$ cat src/rtl/rx_frame_controller.sv
// Frame sequencer behind the UART Rx deserializer: parity/stop check, FWFT output FIFO, sticky flags.
// Optional parity checking is enabled by defining RX_PARITY_CHECK_EN.
module rx_frame_controller #(
   parameter int unsigned INPUT_DATA_WIDTH = 8,
   parameter int unsigned FIFO_DEPTH       = 4,
   parameter bit          PARITY_ODD       = 1'b0,
   parameter int unsigned TIMEOUT_CYCLES   = 4096
) (
   input  logic                              clk,
   input  logic                              reset,
   input  logic                              serial_in_synced,
   input  logic                              sampling_strobe,
   input  logic                              is_parity_stage,
   input  logic                              data_is_valid,
   input  logic [INPUT_DATA_WIDTH-1:0]       received_data,
   input  logic                              rx_enable,
   output logic                              out_valid,
   input  logic                              out_ready,
   output logic [INPUT_DATA_WIDTH-1:0]       out_data,
   output logic                              out_parity_error,
   output logic                              out_framing_error,
   output logic [$clog2(FIFO_DEPTH):0]       fifo_count,
   output logic                              overrun,
   output logic                              timeout,
   input  logic                              clear_flags
);

   localparam int unsigned AW = $clog2(FIFO_DEPTH);
   localparam int unsigned CW = AW + 1;
   localparam int unsigned TW = $clog2(TIMEOUT_CYCLES + 1);

   localparam logic [TW-1:0] WD_LAST = TW'(TIMEOUT_CYCLES - 1);
   localparam logic [TW-1:0] WD_ONE  = TW'(1);
   localparam logic [AW-1:0] PTR_ONE = AW'(1);
   localparam logic [CW-1:0] CNT_ONE = CW'(1);
   localparam logic [CW-1:0] CNT_FULL = CW'(FIFO_DEPTH);

   typedef enum logic [1:0] {
      IDLE,
      WAIT_PARITY,
      WAIT_STOP,
      PUSH
   } state_t;

   state_t                        state_q;
   logic [INPUT_DATA_WIDTH-1:0]   data_q;
   logic                          frm_err_q;
   logic [TW-1:0]                 wdog_q;
   logic                          timeout_q;
   logic                          overrun_q;
`ifdef RX_PARITY_CHECK_EN
   logic                          par_err_q;
`endif

   logic [AW-1:0]                 wr_q, wr_d;
   logic [AW-1:0]                 rd_q, rd_d;
   logic [CW-1:0]                 count_q, count_d;

   logic [INPUT_DATA_WIDTH-1:0]   mem_data [FIFO_DEPTH];
   logic                          mem_frm  [FIFO_DEPTH];
`ifdef RX_PARITY_CHECK_EN
   logic                          mem_par  [FIFO_DEPTH];
`endif

   logic push_req;
   logic push;
   logic pop;
   logic full;

   // Frame sequencer; a fresh data_is_valid always preempts the frame in flight.
   always_ff @(posedge clk or negedge reset) begin
      if (!reset) begin
         state_q   <= IDLE;
         data_q    <= '0;
         frm_err_q <= 1'b0;
         wdog_q    <= '0;
         timeout_q <= 1'b0;
`ifdef RX_PARITY_CHECK_EN
         par_err_q <= 1'b0;
`endif
      end else begin
         if (clear_flags) begin
            timeout_q <= 1'b0;
         end
         case (state_q)
            IDLE: begin
               if (data_is_valid && rx_enable) begin
                  data_q  <= received_data;
                  wdog_q  <= '0;
                  state_q <= WAIT_PARITY;
               end
            end
            WAIT_PARITY, WAIT_STOP: begin
               if (data_is_valid) begin
                  wdog_q <= '0;
                  if (rx_enable) begin
                     data_q  <= received_data;
                     state_q <= WAIT_PARITY;
                  end else begin
                     state_q <= IDLE;
                  end
               end else if (sampling_strobe && (state_q == WAIT_STOP || is_parity_stage)) begin
                  wdog_q <= '0;
                  if (state_q == WAIT_PARITY) begin
`ifdef RX_PARITY_CHECK_EN
                     par_err_q <= ((^data_q) ^ serial_in_synced) != PARITY_ODD;
`endif
                     state_q <= WAIT_STOP;
                  end else begin
                     frm_err_q <= !serial_in_synced;
                     state_q   <= PUSH;
                  end
               end else if (wdog_q == WD_LAST) begin
                  timeout_q <= 1'b1;
                  state_q   <= IDLE;
               end else begin
                  wdog_q <= wdog_q + WD_ONE;
               end
            end
            PUSH: begin
               state_q <= IDLE;
            end
            default: begin
               state_q <= IDLE;
            end
         endcase
      end
   end

   // A full FIFO still accepts the frame when the head leaves in the same cycle.
   always_comb begin
      push_req = (state_q == PUSH);
      full     = (count_q == CNT_FULL);
      pop      = (count_q != '0) && out_ready;
      push     = push_req && (!full || pop);
      wr_d     = push ? (wr_q + PTR_ONE) : wr_q;
      rd_d     = pop ? (rd_q + PTR_ONE) : rd_q;
      count_d  = count_q;
      case ({push, pop})
         2'b10:   count_d = count_q + CNT_ONE;
         2'b01:   count_d = count_q - CNT_ONE;
         default: count_d = count_q;
      endcase
   end

   always_ff @(posedge clk or negedge reset) begin
      if (!reset) begin
         wr_q      <= '0;
         rd_q      <= '0;
         count_q   <= '0;
         overrun_q <= 1'b0;
      end else begin
         wr_q    <= wr_d;
         rd_q    <= rd_d;
         count_q <= count_d;
         if (clear_flags) begin
            overrun_q <= 1'b0;
         end
         if (push_req && !push) begin
            overrun_q <= 1'b1;
         end
      end
   end

   always_ff @(posedge clk) begin
      if (push) begin
         mem_data[wr_q] <= data_q;
         mem_frm[wr_q]  <= frm_err_q;
`ifdef RX_PARITY_CHECK_EN
         mem_par[wr_q]  <= par_err_q;
`endif
      end
   end

   always_comb begin
      out_valid         = (count_q != '0);
      out_data          = out_valid ? mem_data[rd_q] : '0;
      out_framing_error = out_valid && mem_frm[rd_q];
`ifdef RX_PARITY_CHECK_EN
      out_parity_error  = out_valid && mem_par[rd_q];
`else
      out_parity_error  = 1'b0;
`endif
      fifo_count        = count_q;
      overrun           = overrun_q;
      timeout           = timeout_q;
   end

endmodule

$ cat config.mk
export PLATFORM = sky130hd
export DESIGN_NAME = rx_frame_controller
export DESIGN_NICKNAME = d
export VERILOG_FILES = /design/src/rtl/rx_frame_controller.sv
export SDC_FILE = /design/constraint.sdc
export NUM_CORES = 1
export LEC_CHECK = 0
export ABC_AREA = 0
export CELL_PAD_IN_SITES_DETAIL_PLACEMENT = 0
export CELL_PAD_IN_SITES_GLOBAL_PLACEMENT = 1
export CORE_ASPECT_RATIO = 0.6
export CORE_UTILIZATION = 30
export DETAILED_ROUTE_END_ITERATION = 10
export PLACE_DENSITY_LB_ADDON = 0.15
export SLEW_MARGIN = 0
export SYNTH_ARGS = -nofsm -noshare
export SYNTH_HDL_FRONTEND = slang
export SYNTH_SLANG_ARGS = --single-unit
$ cat constraint.sdc
create_clock -name clk -period 2 [get_ports clk]
set_clock_uncertainty 0.2 [all_clocks]
set_input_delay 0.2 -clock clk [delete_from_list [all_inputs] [get_ports clk]]
set_output_delay 0.2 -clock clk [all_outputs]
set_load 0.05 [all_outputs]
==> results.md <==
* Status: finished, violations left
* Failing checks: negative setup slack
* Fmax at 471 MHz
* Clock Tree Buf Depth at 2
* Initial antenna violation count at 0
* Clock-pin slew on the worst setup and hold paths at 0.06 ns
* Die Span Y at 82.4 um
* CTS tree: done
* Post-synth net total at 270
* Share of cells above drive strength 1 at 0.474
* Initial Utilization at 0.318
* Cell count after synthesis at 243
* Detailed Place HPWL at 5.39 mm
* Global-route wire length before repair at 12.0 mm
* CP Cell Sequence: buf_12 -> mux4_2 -> and2_4 -> buf_6
* Clock Latency Late Sink at 0.33 ns
* Worst setup margin at -0.124 ns
* Slew HR at 0.641
* Number of global-route vias before repair at 2142
* Layout Area Growth over Synthesis at 49.0%
* Final wirelength at 7.74 mm
* Synth Register Bits at 69
* TNS Setup at -0.765 ns
* Synth Warn # at 0
* Die width at 136 um
* Via count at 2281
* Global route overflow at 0
* Cts hold-fix bufs at 0
* Core footprint at 10200 um2
* Vias per cell at 4.74
* XOR/XNOR share of the synthesized area at 0.0135
* RR Endpoint: fifo_count[1]$_DFFE_PN0P_
* Final nets at 368
* Largest family of logic cells by synthesized area: simple AND/OR/NAND/NOR gates
* Final Power at 7.43 mW
* Final Util at 0.474
* Htree depth at 3
* Startpoint types: register
* Pre-CTS WS at -0.256 ns
* Reg2reg start: fifo_count[2]$_DFFE_PN0P_
* Largest net degree at the start of global routing at 34
* CP max stage cell: mux4_2
* Adder-cell area share of the yosys netlist at 0.0410
* CP Max Fanout at 5
* Max cap viols at 0
* # DRC at 0
* Hold Crit Class: primary input to asynchronous set/reset pin
* RD Place Congestion at 0.798
* Final setup viols at 10
* Num CTS Buffers at 9
* Number of enable-type register cells in the synthesized netlist at 36
* Final cell count without fillers at 481
* Crit path to: out_framing_error
* IO buf count at 31
* Sequential area share after synthesis at 0.590
* Root Driver: clkbuf_16
* Power Dens Cells at 1540 nW/um2
* Fin. Hold Viols at 0
* Worst setup path class: register to primary output
* Crit path from: rd_q[0]$_DFFE_PN0P_
* Fin Hold WS at 0.111 ns
* Clock period minus worst slack at 2.12 ns
* Post-synth ARST share at 0.478
* WP data required at 1.60 ns
* Num rows at 28
* GRT Util Overall at 0.150
* Post-synthesis average cell area at 13.3 um2
* Drt initial violations at 199
* Reg2reg path depth at 6
* CP Data Arrival Time at 1.72 ns
* CTS Sinks at 69
* IO Pins at 33
* Most used DFF post-synth: edfxtp_1
* Worst Max-Slew Pin Slew at 0.534 ns
* R2r setup slk at -0.07 ns
* Design area at 4820 um2
* Cells after DPL at 451
* RSZ-0062 raised after global routing: yes
* Worst setup EP type: primary output
* Post-synth cell types at 52
* Slowest stage delay, CP at 0.54 ns
* Antenna-violating nets left at 0
* Compound-Gate Fraction of Synth Area at 0.101
* Mux cell area share after synthesis at 0.103
* Die footprint at 11200 um2
* # diodes at 0
* P_leak at 1.96 nW
* Final period util at 1.06
* Simple-Gate Fraction of Synth Area at 0.126
* WL/cell at 16.1 um
* Post-synthesis cell area at 3230 um2
* Router iterations before antenna repair at 4
* DP Area at 4060 um2
* Final Max Slew Viols at 0
* Worst vdd ir at 826 uV
-- cell families after synthesis --
family	Yosys count
AND/OR/NAND/NOR	73
multiplexers	21
buffers and inverters	19
adder cells (fa/ha/maj)	10
AO/OA/AOI/OAI	45
flip-flops	69
other	1
XOR/XNOR	5
-- area by class of cell --
| type | count | area, um2 |
|---|---|---|
| Clock inverter | 6 | 68.8 |
| Tap cell | 135 | 169 |
| Multi-Input combinational cell | 155 | 1510 |
| Fill cell | 899 | 5340 |
| Inverter | 12 | 50.0 |
| Timing Repair Buffer | 94 | 868 |
| Sequential cell | 69 | 1910 |
| Clock buffer | 10 | 239 |
-- worst min-delay path by stage --
stage / from / cells past startpoint / slack (ns) / end
global placement: wdog_q[10]$_DFFE_PN0P_ / 1 / 0.30 / wdog_q[10]$_DFFE_PN0P_
finish: reset / 2 / 0.11 / data_q[6]$_DFFE_PN0P_
floorplan: reset / 0 / -0.30 / data_q[0]$_DFFE_PN0P_
global route: reset / 2 / 0.16 / overrun$_DFFE_PN0P_
CTS: reset / 2 / 0.13 / wdog_q[8]$_DFFE_PN0P_
detailed placement: data_q[7]$_DFFE_PN0P_ / 0 / 0.30 / mem_data[3][7]$_DFFE_PP_
-- critical path: cells and delay by family (launching register included) --
family                 cells  cell delay [ns]
and+or+nand+nor            1             0.16
buffers and inverters      2             0.28
muxes                      1             0.54
DFF                        1             0.41
-- state kept, by name, summed over array words and instances, names as in the netlist --
name / cells
mem_data: 32
overrun: 1
state_q: 2
timeout: 1
data_q: 8
wr_q: 2
mem_frm: 4
rd_q: 2
fifo_count: 3
wdog_q: 13
frm_err_q: 1
-- where the power goes --
part	internal, mW	switching, mW
Sequential	1.87	0.213
Clock	1.01	0.594
Combinational	1.88	1.86
-- cell usage in the layout (no fill, tap or decap), types with 3 or more instances in the layout --
master,n
a21oi_1,4
and2_4,14
and3_1,3
buf_4,58
buf_6,7
buf_8,8
clkbuf_16,10
clkdlybuf4s50_1,18
dfrtp_1,28
dfrtp_2,5
edfxtp_1,36
ha_1,6
inv_1,9
inv_6,3
mux2_4,8
mux2i_1,3
mux4_2,9
nand2_1,12
nand2b_4,3
nand3_1,8
nor2_1,4
o211ai_1,5
o21a_1,3
o21ai_0,4
o21ai_1,3
o311ai_1,3
xnor2_1,3
-- routing by layer --
layer,global-route usage,share of wire
met1,0.239,0.56
met5,0,0
met3,0.0458,0.050
met2,0.186,0.39
met4,0.0433,0.0039
-- repair_timing --
item	4_1_cts	5_1_grt
setup endpoints to repair	72	73
pin swaps	7	19
buffers inserted	5	10
resized for setup	56	42
gates cloned	1	0
-- cell usage after synthesis, drive strengths merged (2+ instances only) --
cell type | instances | area, um2
nand4b | 2 | 17.5
o21ai | 9 | 48.8
or3 | 4 | 25.0
ha | 9 | 113
dfrtp | 33 | 826
edfxtp | 36 | 1080
clkbuf | 3 | 11.3
buf | 4 | 22.5
nor2 | 6 | 22.5
a22oi | 2 | 20.0
a31oi | 2 | 12.5
and2 | 15 | 93.8
nand2 | 15 | 56.3
nor4 | 2 | 12.5
xnor2 | 3 | 26.3
and3 | 3 | 18.8
mux2i | 3 | 30.0
or2 | 2 | 12.5
mux2 | 9 | 101
a21oi | 4 | 20.0
o211ai | 5 | 37.5
o31ai | 4 | 30.0
nand2b | 4 | 25.0
inv | 12 | 45.0
xor2 | 2 | 17.5
nand3 | 10 | 55.1
o21a | 3 | 22.5
mux4 | 9 | 203
o22ai | 2 | 12.5
o311ai | 6 | 52.6
nor3 | 3 | 15.0
Power figures use the tool's default switching activity.
